`src/rtl/load_use_scoreboard.sv`:
```
// Load-use hazard scoreboard.
// Tracks in-flight loads for LOAD_LAT stages after ID. It stalls IF/ID and
// injects an EX bubble while an ID source depends on a load whose data cannot
// yet be forwarded.
// Optional feature: define LOAD_USE_PERF_EN to build the saturating stall
// cycle counter on stall_cnt. Without the macro, stall_cnt is tied to zero.
module load_use_scoreboard #(
  parameter int LOAD_LAT = 1,
  parameter int CNT_W    = 32,
  parameter int REG_AW   = 5
) (
  input  logic              clk,
  input  logic              rst,
  input  logic              id_valid,
  input  logic [REG_AW-1:0] id_rs1,
  input  logic [REG_AW-1:0] id_rs2,
  input  logic              id_rs1_used,
  input  logic              id_rs2_used,
  input  logic              id_is_store,
  input  logic              id_is_load,
  input  logic [REG_AW-1:0] id_rd,
  input  logic              pipe_hold,
  input  logic              flush,
  output logic              stall,
  output logic              bubble,
  output logic              busy,
  output logic [CNT_W-1:0]  stall_cnt
);

  // Entry 0 is the instruction in EX; entry LOAD_LAT-1 is the oldest tracked load.
  logic [LOAD_LAT-1:0] ent_v;
  logic [REG_AW-1:0]   ent_rd [LOAD_LAT];

  logic rs1_hit;
  logic rs2_hit;
  logic issue;
  logic new_v;

  assign issue = id_valid & ~stall & ~flush & ~pipe_hold;
  // Register x0 is never a real dependency, so loads to x0 create no entry.
  assign new_v = issue & id_is_load & (id_rd != {REG_AW{1'b0}});

  // Advance the load tracker each unfrozen cycle; freeze it under pipe_hold.
  always_ff @(posedge clk or posedge rst) begin
    if (rst) begin
      ent_v <= {LOAD_LAT{1'b0}};
      for (int i = 0; i < LOAD_LAT; i++) begin
        ent_rd[i] <= {REG_AW{1'b0}};
      end
    end else if (!pipe_hold) begin
      for (int i = LOAD_LAT - 1; i > 0; i--) begin
        ent_v[i]  <= ent_v[i-1];
        ent_rd[i] <= ent_rd[i-1];
      end
      ent_v[0]  <= new_v;
      ent_rd[0] <= id_rd;
    end else begin
      ent_v <= ent_v;
    end
  end

  // Compare ID sources with every tracked load. Store data (rs2) can be
  // forwarded from the oldest stage, so that stage never blocks a store's rs2.
  always_comb begin
    rs1_hit = 1'b0;
    rs2_hit = 1'b0;
    for (int k = 0; k < LOAD_LAT; k++) begin
      if (ent_v[k] && (ent_rd[k] == id_rs1)) begin
        rs1_hit = 1'b1;
      end else begin
        rs1_hit = rs1_hit;
      end
      if (ent_v[k] && (ent_rd[k] == id_rs2) &&
          !(id_is_store && (k == LOAD_LAT - 1))) begin
        rs2_hit = 1'b1;
      end else begin
        rs2_hit = rs2_hit;
      end
    end
  end

  // Hazard outputs. These are combinational because the stall must act in the
  // same cycle. They are forced low while reset is asserted.
  always_comb begin
    if (rst || !id_valid || flush) begin
      stall = 1'b0;
    end else begin
      stall = (rs1_hit & id_rs1_used & (id_rs1 != {REG_AW{1'b0}})) |
              (rs2_hit & id_rs2_used & (id_rs2 != {REG_AW{1'b0}}));
    end
    bubble = stall & ~pipe_hold;
    busy   = |ent_v;
  end

`ifdef LOAD_USE_PERF_EN
  logic [CNT_W-1:0] cnt;

  // Count bubble cycles and saturate at all-ones.
  always_ff @(posedge clk or posedge rst) begin
    if (rst) begin
      cnt <= {CNT_W{1'b0}};
    end else if (bubble && (cnt != {CNT_W{1'b1}})) begin
      cnt <= cnt + {{(CNT_W-1){1'b0}}, 1'b1};
    end else begin
      cnt <= cnt;
    end
  end

  assign stall_cnt = cnt;
`else
  assign stall_cnt = {CNT_W{1'b0}};
`endif

endmodule

```
`config.mk`:
```
export PLATFORM = sky130hd
export DESIGN_NAME = load_use_scoreboard
export DESIGN_NICKNAME = d
export VERILOG_FILES = /design/src/rtl/load_use_scoreboard.sv
export SDC_FILE = /design/constraint.sdc
export NUM_CORES = 1
export LEC_CHECK = 0
export ABC_AREA = 1
export CORE_AREA = 3 3 48 50
export DETAILED_ROUTE_END_ITERATION = 7
export DIE_AREA = 0 0 51 53
export DONT_BUFFER_PORTS = 1
export PLACE_DENSITY = 0.57
export SYNTH_ARGS = -nofsm -noshare
export SYNTH_HDL_FRONTEND = slang
export SYNTH_SLANG_ARGS = --single-unit
```
`constraint.sdc`:
```
create_clock -name clk -period 1.1 [get_ports clk]
set_input_delay 0.055 -clock clk [delete_from_list [all_inputs] [get_ports clk]]
set_output_delay 0.055 -clock clk [all_outputs]
set_load 0.01 [all_outputs]
```
# After elaboration in Yosys (flattened, before gate mapping)
# Cells that the tools add are included.
# op_classes
n_bitwise,14
n_reduce_logical,10
n_eq_ne,2
muxes,3
# op_table
cell,n
$reduce_bool A5 Y1,3
$and A1 B1 Y1,10
$eq A5 B5 Y1,2
$logic_and A1 B1 Y1,3
$mux W1,3
$not A1 Y1,3
$logic_not A1 Y1,2
$logic_or A1 B1 Y1,2
$or A1 B1 Y1,1
# totals
word_cells,31
output_inout_bits,35
regBits,6
in_bits,24

# Logic depth before layout (Yosys ltp)
# Gate-level depths: netlist of run 1.
# depth
ltp_word,14
mapped_depth,9
depth_no_buf,9

# Worst setup path after synthesis of run 1
# No wires, ideal clock.
# synth_timing
kind,reg2out
startpoint,reg ent_rd[0] (netlist bit)
endpoint,out bubble
path_stages_with_launch,9
slack_ns,0.066
path_buffers,0
required_time_ns,1.045
t_arrival_ns,0.979
path_cell_list,dfrtp_1 > inv_2 > nand2_1 > nand2_1 > nor2_1 > nand4_1 > nand2_1 > nand2_2 > nor2_1
# synth_between
elab_chain_len,9
word_cells_on_any_way,14
classes_between,eq/ne (2); mux (3); bitwise (6); reduce/logical (3)
# synth_lines
item,line_no,text
start: declaration,32,logic [REG_AW-1:0] ent_rd [LOAD_LAT];
start signal: indexed assignment,48,ent_rd[i] <= {REG_AW{1'b0}};
start signal: indexed assignment,53,ent_rd[i] <= ent_rd[i-1];
$eq A5 B5 Y1,73,if (ent_v[k] && (ent_rd[k] == id_rs2) &&
$logic_and A1 B1 Y1 (2 in series),73,
$mux W1,73,
$and A1 B1 Y1 (2 in series),89,(rs2_hit & id_rs2_used & (id_rs2 != {REG_AW{1'b0}}));
$or A1 B1 Y1 *,88,stall = (rs1_hit & id_rs1_used & (id_rs1 != {REG_AW{1'b0}})) |
$mux W1 *,85,if (rst || !id_valid || flush) begin
$and A1 B1 Y1 *,91,bubble = stall & ~pipe_hold;
end: declaration,25,"output logic bubble,"
# Mark *: on every way between the ends. The rest lies on a longest branch, timed or not.

# Final worst setup path of run 1
# layout_timing
startpoint,reg ent_rd[1] (netlist bit)
endpoint,out bubble
# Same word-level chain as after synthesis.

==> results_dict.tcl, run 1 <==
set metrics [dict create \
    initial_utilization_pct 38.9 \
    static-leakage-power_nw 0.520 \
    slew_violations 0 \
    tritoncts.num_buffers 3 \
    setup_total_negative_slack_ps -594 \
    cts_root_buffer "clkbuf_4" \
    preCtsSetupSlack_ps -67.0 \
    vias 658 \
    slowest_delay_ps 400 \
    synth_top_cell_by_area "buf_4" \
    grt_max_degree 12 \
    synth.avg_cell_area_um2 5.81 \
    avgViaCountPerCell 3.85 \
    status "finished with violations" \
    async_reset_ff_share_pct 100 \
    number_of_cells_after_detailed_placement 160 \
    gp_congestion 0.731 \
    ctsLongestPathBuffers 2 \
    cp-start-kind "flop" \
    cts_tree "done" \
    synthMostInstantiatedCell "nand2_1" \
    type_of_the_most_critical_hold_path "in -> reg" \
    cellPowerDensity_mw_per_mm2 832 \
    number_of_nets_at_the_end_of_the_flow 170 \
    synth-edff-count 0 \
    failed_checks "negative setup slack" \
    first_pass_grt_wire_length_um 2350 \
    horizontal_die_dimension_um 51 \
    critPathRequiredTime_ps 1040 \
    initialDrtViolationCount 7 \
    vdd_drop_max_v 0.000503 \
    synthDistinctLibCells 14 \
    fp.dieH_um 53 \
    placeableCoreArea_mm2 0.00194 \
    route.detailed.wl_per_inst_um 9.08 \
    detail_route.drc_violations 0 \
    synth_flop_cell "dfrtp_1" \
    synth.area.top_cells "buf_4 (32%), dfrtp_1 (20%), nand2_1 (19%), inv_1 (10%), nor2_1 (8.4%)" \
    critical-path-slowest-cell "dfrtp_1" \
    cts.reportedPaths.clkPinSlew_ps 50 \
    cp_cell_sequence "inv_2, nand2_1, nand2_1, nor2_1, nand4_1, nand2_1, nand2_2, nor2_4" \
    netlist.area_leader.share_pct 31.8 \
    unrepaired_setup_endpoints_after_global_routing "true" \
    globalRouteOverflowTotal 0 \
    proportion_of_layout_cells_with_a_drive_suffix_above_1_pct 11.1 \
    worst-path-max-fanout 4 \
    post_synthesis_sequential_area_ratio_pct 19.9 \
    whs_ps 40.9 \
    insertion_delay_ps 240 \
    place_hpwl_um 1310 \
    first_pass_iteration_count_of_the_detailed_router 4 \
    io_buffer_count 0 \
    worst_path_most_repeated_cell "nand2_1" \
    antennaDiodeCount 0 \
    synth.top_cells.by_count "nand2_1 (39), buf_4 (32), inv_1 (21), nor2_1 (17), dfrtp_1 (6)" \
    timing_worst_setup_path_type "reg -> out" \
    netlist_instances 130 \
    design.die.area_mm2 0.00270 \
    grtUsageTotal_pct 11.9 \
    synth_warn 0 \
    layout.filler_cells 229 \
    ctsHtreeMaxLevel 1 \
    cp.arrival_ps 1330 \
    synth.ff_latch_count 6 \
    final_area_um2 810 \
    fmaxAchievable_mhz 721 \
    finalNonFillerCells 171 \
    final_period_minus_worst_setup_slack_ps 1390 \
    fin_ws_ps -286 \
    period_share_pct 126 \
    floorplan.rows 16 \
    worst_clock_skew_ps 7.03 \
    cell_area_placed_um2 699 \
    synthToLayoutAreaGrowth_pct 7.12 \
    synth.cell_area_um2 756 \
    initial_antenna_violation_count 0 \
    drtAntennaViolNets 0 \
    hold_fails_final_rpt 0 \
    routed_wirelength_um 1550 \
    setup_viol_count_final 3 \
    clkSinkCount 6 \
    drv.max_cap_violation_count 0 \
    setup.worst_path.end_class "output port" \
    design.portCount 59 \
    grt_pass1_vias 573 \
]
## state kept, by name (all words and copies together) (netlist names)
name / cells
ent_rd: 5
busy: 1
## stage by stage
| stage | utilization [%] | total power, mW |
|---|---|---|
| after global routing | 41.7 | 0.745 |
| after global placement | 36.0 | 0.437 |
| after floorplan | - | 0.486 |
| after detailed placement | 36.0 | 0.441 |
| final | 41.7 | 0.674 |
| after CTS | 41.2 | 0.678 |
## logic make-up (layout without fill, tap and decap cells)
kind of cell           count (synthesis)  in the layout  share of synthesized area [%]
AOI/OAI and AO/OA                      5              5                           3.31
DFF                                    6              6                           19.9
buffers and inverters                 55             38                           43.2
and+or+nand+nor                       63             63                           33.1
other                                  1             32                          0.496
## path summary, 6_finish.rpt
| path | start | to | slack (ps) | depth (start not counted) |
|---|---|---|---|---|
| min in group asynchronous | rst | ent_rd[0]$_DFFE_PP0N_ | 250 | 3 |
| max reg2reg | ent_rd[1]$_DFFE_PP0N_ | busy$_DFFE_PP0N_ | -60 | 9 |
| max | ent_rd[1]$_DFFE_PP0N_ | bubble | -290 | 8 |
| min | id_valid | busy$_DFFE_PP0N_ | 40 | 4 |
| min reg2reg | ent_rd[0]$_DFFE_PP0N_ | ent_rd[0]$_DFFE_PP0N_ | 550 | 2 |
| max in group asynchronous | rst | ent_rd[3]$_DFFE_PP0N_ | 710 | 3 |
## power breakdown
group / switching [mW] / total, mW / internal (mW)
combinational: 0.129 / 0.208 / 0.0791
sequential: 0.0220 / 0.263 / 0.241
clock: 0.0791 / 0.203 / 0.123
total: 0.230 / 0.674 / 0.444
## what timing repair did
| action | CTS | global route |
|---|---|---|
| hold buffers | 7 | 0 |
| resized for setup | 3 | 3 |
| buffers inserted | 0 | 1 |
| setup endpoints to repair | 3 | 3 |
| hold endpoints to repair | 12 | 0 |
| pin swaps | 2 | 4 |
## worst max-delay path: cells and delay by family (launching register included)
family        cells  cell delay, ps
simple gates      7             630
flops             1             400
buf+inv           1              60
## layout make-up
class                           instances  area, um2  area share [%]
Timing Repair Buffer                   13        115            14.2
Sequential cell                         6        153            18.9
Clock buffer                            3       22.5            2.78
Inverter                               22       82.6            10.2
Multi-Input combinational cell        100        403            49.8
Tap cell                               27       33.8            4.17
## cell usage in the layout, fill, tap and decap left out
master / Yosys / routed
a21oi_1: 3 / 3
buf_4: 32 / 6
clkbuf_4: 0 / 3
conb_1: 1 / 32
dfrtp_1: 6 / 4
dfrtp_2: 0 / 2
dlygate4sd3_1: 0 / 7
inv_1: 21 / 19
inv_2: 1 / 3
nand2_1: 39 / 39
nand2_2: 1 / 1
nand3_1: 2 / 2
nand4_1: 3 / 3
nor2_1: 17 / 16
nor2_4: 0 / 1
nor3_1: 1 / 1
o21ai_0: 2 / 2
## per-layer routing
metal | routed length, um | vias to the layer above | global-route usage [%]
li1 | - | 347 | -
met1 | 563 | 274 | 12.6
met2 | 824 | 35 | 21.0
met3 | 153 | 2 | 4.23
met4 | 10 | 0 | 5.38
met5 | 0 | - | 0
No activity file was read; power rests on OpenSTA's default activity.
==> inputs of run 2 (changes only) <==
--- a/config.mk
+++ b/config.mk
@@ -10,7 +10,7 @@
 export DETAILED_ROUTE_END_ITERATION = 7
 export DIE_AREA = 0 0 51 53
 export DONT_BUFFER_PORTS = 1
-export PLACE_DENSITY = 0.57
+export PLACE_DENSITY = 0.63
 export SYNTH_ARGS = -nofsm -noshare
 export SYNTH_HDL_FRONTEND = slang
 export SYNTH_SLANG_ARGS = --single-unit
==> run 2 against run 1 <==
  * The run still ends with negative setup slack left
  * Worst setup slack lost 21 ps
  * Maximum frequency shrank 1.5%
  * Combinational power grew 7%
  * Via count grew 3.6%
  * Largest power group unchanged
==> results_dict.tcl, run 2 (synthesis gave the netlist of run 1 again) <==
set metrics [dict create \
    routed_wirelength_um 1600 \
    floorplan.rows 16 \
    worst_clock_skew_ps 2.61 \
    design.portCount 59 \
    cp.arrival_ps 1350 \
    fmaxAchievable_mhz 710 \
    cts.reportedPaths.clkPinSlew_ps 40 \
    preCtsSetupSlack_ps -115 \
    timing_worst_setup_path_type "reg -> out" \
    worst-path-max-fanout 5 \
    worst_path_most_repeated_cell "nand2_1" \
    grt_max_degree 12 \
    unrepaired_setup_endpoints_after_global_routing "true" \
    slew_violations 0 \
    avgViaCountPerCell 3.94 \
    critical-path-slowest-cell "dfrtp_2" \
    start_point_of_the_critical_path "ent_rd[0]$_DFFE_PP0N_" \
    holdPathStages 4 \
    route.detailed.wl_per_inst_um 9.27 \
    failed_checks "negative setup slack" \
    top_register "ent_rd" \
    setup.worst_path.end_class "output port" \
    horizontal_die_dimension_um 51 \
    timing.reg2reg.worst_path_depth 10 \
    proportion_of_layout_cells_with_a_drive_suffix_above_1_pct 17.8 \
    vdd_drop_max_v 0.000650 \
    first_pass_iteration_count_of_the_detailed_router 4 \
    worst_r2r_startpoint "ent_rd[0]$_DFFE_PP0N_" \
    clkSinkCount 6 \
    cellPowerDensity_mw_per_mm2 816 \
    cp-start-kind "flop" \
    io_buffer_count 0 \
    design_power_total_uw 684 \
    place_hpwl_um 1250 \
    critPathRequiredTime_ps 1040 \
    cts_root_buffer "clkbuf_4" \
    largest_register_ffs 5 \
    vias 682 \
    ctsHtreeMaxLevel 1 \
    cts_tree "done" \
    number_of_nets_at_the_end_of_the_flow 172 \
    synthToLayoutAreaGrowth_pct 10.9 \
    type_of_the_most_critical_hold_path "in -> reg" \
    first_pass_grt_wire_length_um 2400 \
    rrSetupSlack_ps -230 \
    grtUsageTotal_pct 11.7 \
    initial_utilization_pct 38.9 \
    final_period_minus_worst_setup_slack_ps 1410 \
    worstSetupEndpoint "bubble" \
    drv.max_cap_violation_count 0 \
    slowest_delay_ps 400 \
    initial_antenna_violation_count 0 \
    gp_congestion 0.775 \
    layout.cells.most_common "nand2_1" \
    mostFrequentLayoutCells "nand2_1 (35), conb_1 (32), inv_1 (17)" \
    fp.dieH_um 53 \
    initialDrtViolationCount 4 \
    insertion_delay_ps 240 \
    detail_route.drc_violations 0 \
    static-leakage-power_nw 0.525 \
    ctsLongestPathBuffers 2 \
    design.die.area_mm2 0.00270 \
    fin_ws_ps -307 \
    drtAntennaViolNets 0 \
    antennaDiodeCount 0 \
    r2r-end "busy$_DFFE_PP0N_" \
    tritoncts.num_buffers 3 \
    placeableCoreArea_mm2 0.00194 \
    setup_total_negative_slack_ps -791 \
    globalRouteOverflowTotal 0 \
    period_share_pct 128 \
    status "finished with violations" \
    hold_fails_final_rpt 0 \
    cp_cell_sequence "inv_2, nand2_1, nand2_1, nor2_1, nand4_1, nand2_1, nand2_2, nor2_4" \
    grt_pass1_vias 633 \
    layout.filler_cells 238 \
    setup_viol_count_final 3 \
    hold_start "id_valid" \
]
## run 2: cell types whose count changed in the layout (fill, tap and decap cells not counted), sizes merged
| cell | before | now |
|---|---|---|
| buf | 6 | 8 |
## run 2: how the worst min path moves through the flow
stage	endpoint	slack [ps]
after CTS	busy$_DFFE_PP0N_	30
after global routing	busy$_DFFE_PP0N_	90
after detailed placement	ent_rd[2]$_DFFE_PP0N_	-50
after global placement	ent_rd[2]$_DFFE_PP0N_	-60
after floorplan	busy$_DFFE_PP0N_	-150
final	busy$_DFFE_PP0N_	60
## run 2: critical path, delay by kind of cell, from the launching register on
kind	cells	cell delay, ps
buffers and inverters	1	50
DFF	1	400
and+or+nand+nor	7	680
## run 2: per-stage QoR
stage	cells	utilization [%]	area [um2]	hold WS [ps]
after floorplan	161	-	872	-146
after global placement	160	36.0	699	-60.4
after detailed placement	160	36.0	699	-49.1
after CTS	171	41.6	807	29.9
after global routing	173	43.2	838	88.1
final	173	43.2	838	59.1
## run 2: timing repair
| item | CTS | global route |
|---|---|---|
| endpoints found under the hold margin | 12 | 0 |
| buffers inserted | 1 | 2 |
| endpoints found under the setup margin | 3 | 3 |
| hold buffers | 7 | 0 |
| resized for setup | 3 | 11 |
| pin swaps | 2 | 9 |
## run 2: layer usage
| layer | routed length (um) | share of wire (%) | vias up | global-route usage [%] |
|---|---|---|---|---|
| li1 | - | - | 351 | - |
| met1 | 575 | 36 | 297 | 12.3 |
| met2 | 894 | 56 | 34 | 23.0 |
| met3 | 135 | 8.4 | 0 | 1.41 |
| met4 | 0 | 0 | 0 | 5.38 |
| met5 | 0 | 0 | - | 0 |
## run 2: power breakdown
| part | internal [mW] | switching (mW) |
|---|---|---|
| combinational | 0.0865 | 0.135 |
| sequential | 0.242 | 0.0234 |
| clock | 0.123 | 0.0739 |
| total | 0.451 | 0.233 |
## run 2: layout make-up
| class | count | area (um2) | area share [%] |
|---|---|---|---|
| multi-input cells | 100 | 415 | 49.6 |
| flip-flops and latches | 6 | 154 | 18.4 |
| repair buffers | 15 | 130 | 15.5 |
| inverters | 22 | 82.6 | 9.85 |
| well taps | 27 | 33.8 | 4.03 |
| clock buffers | 3 | 22.5 | 2.69 |
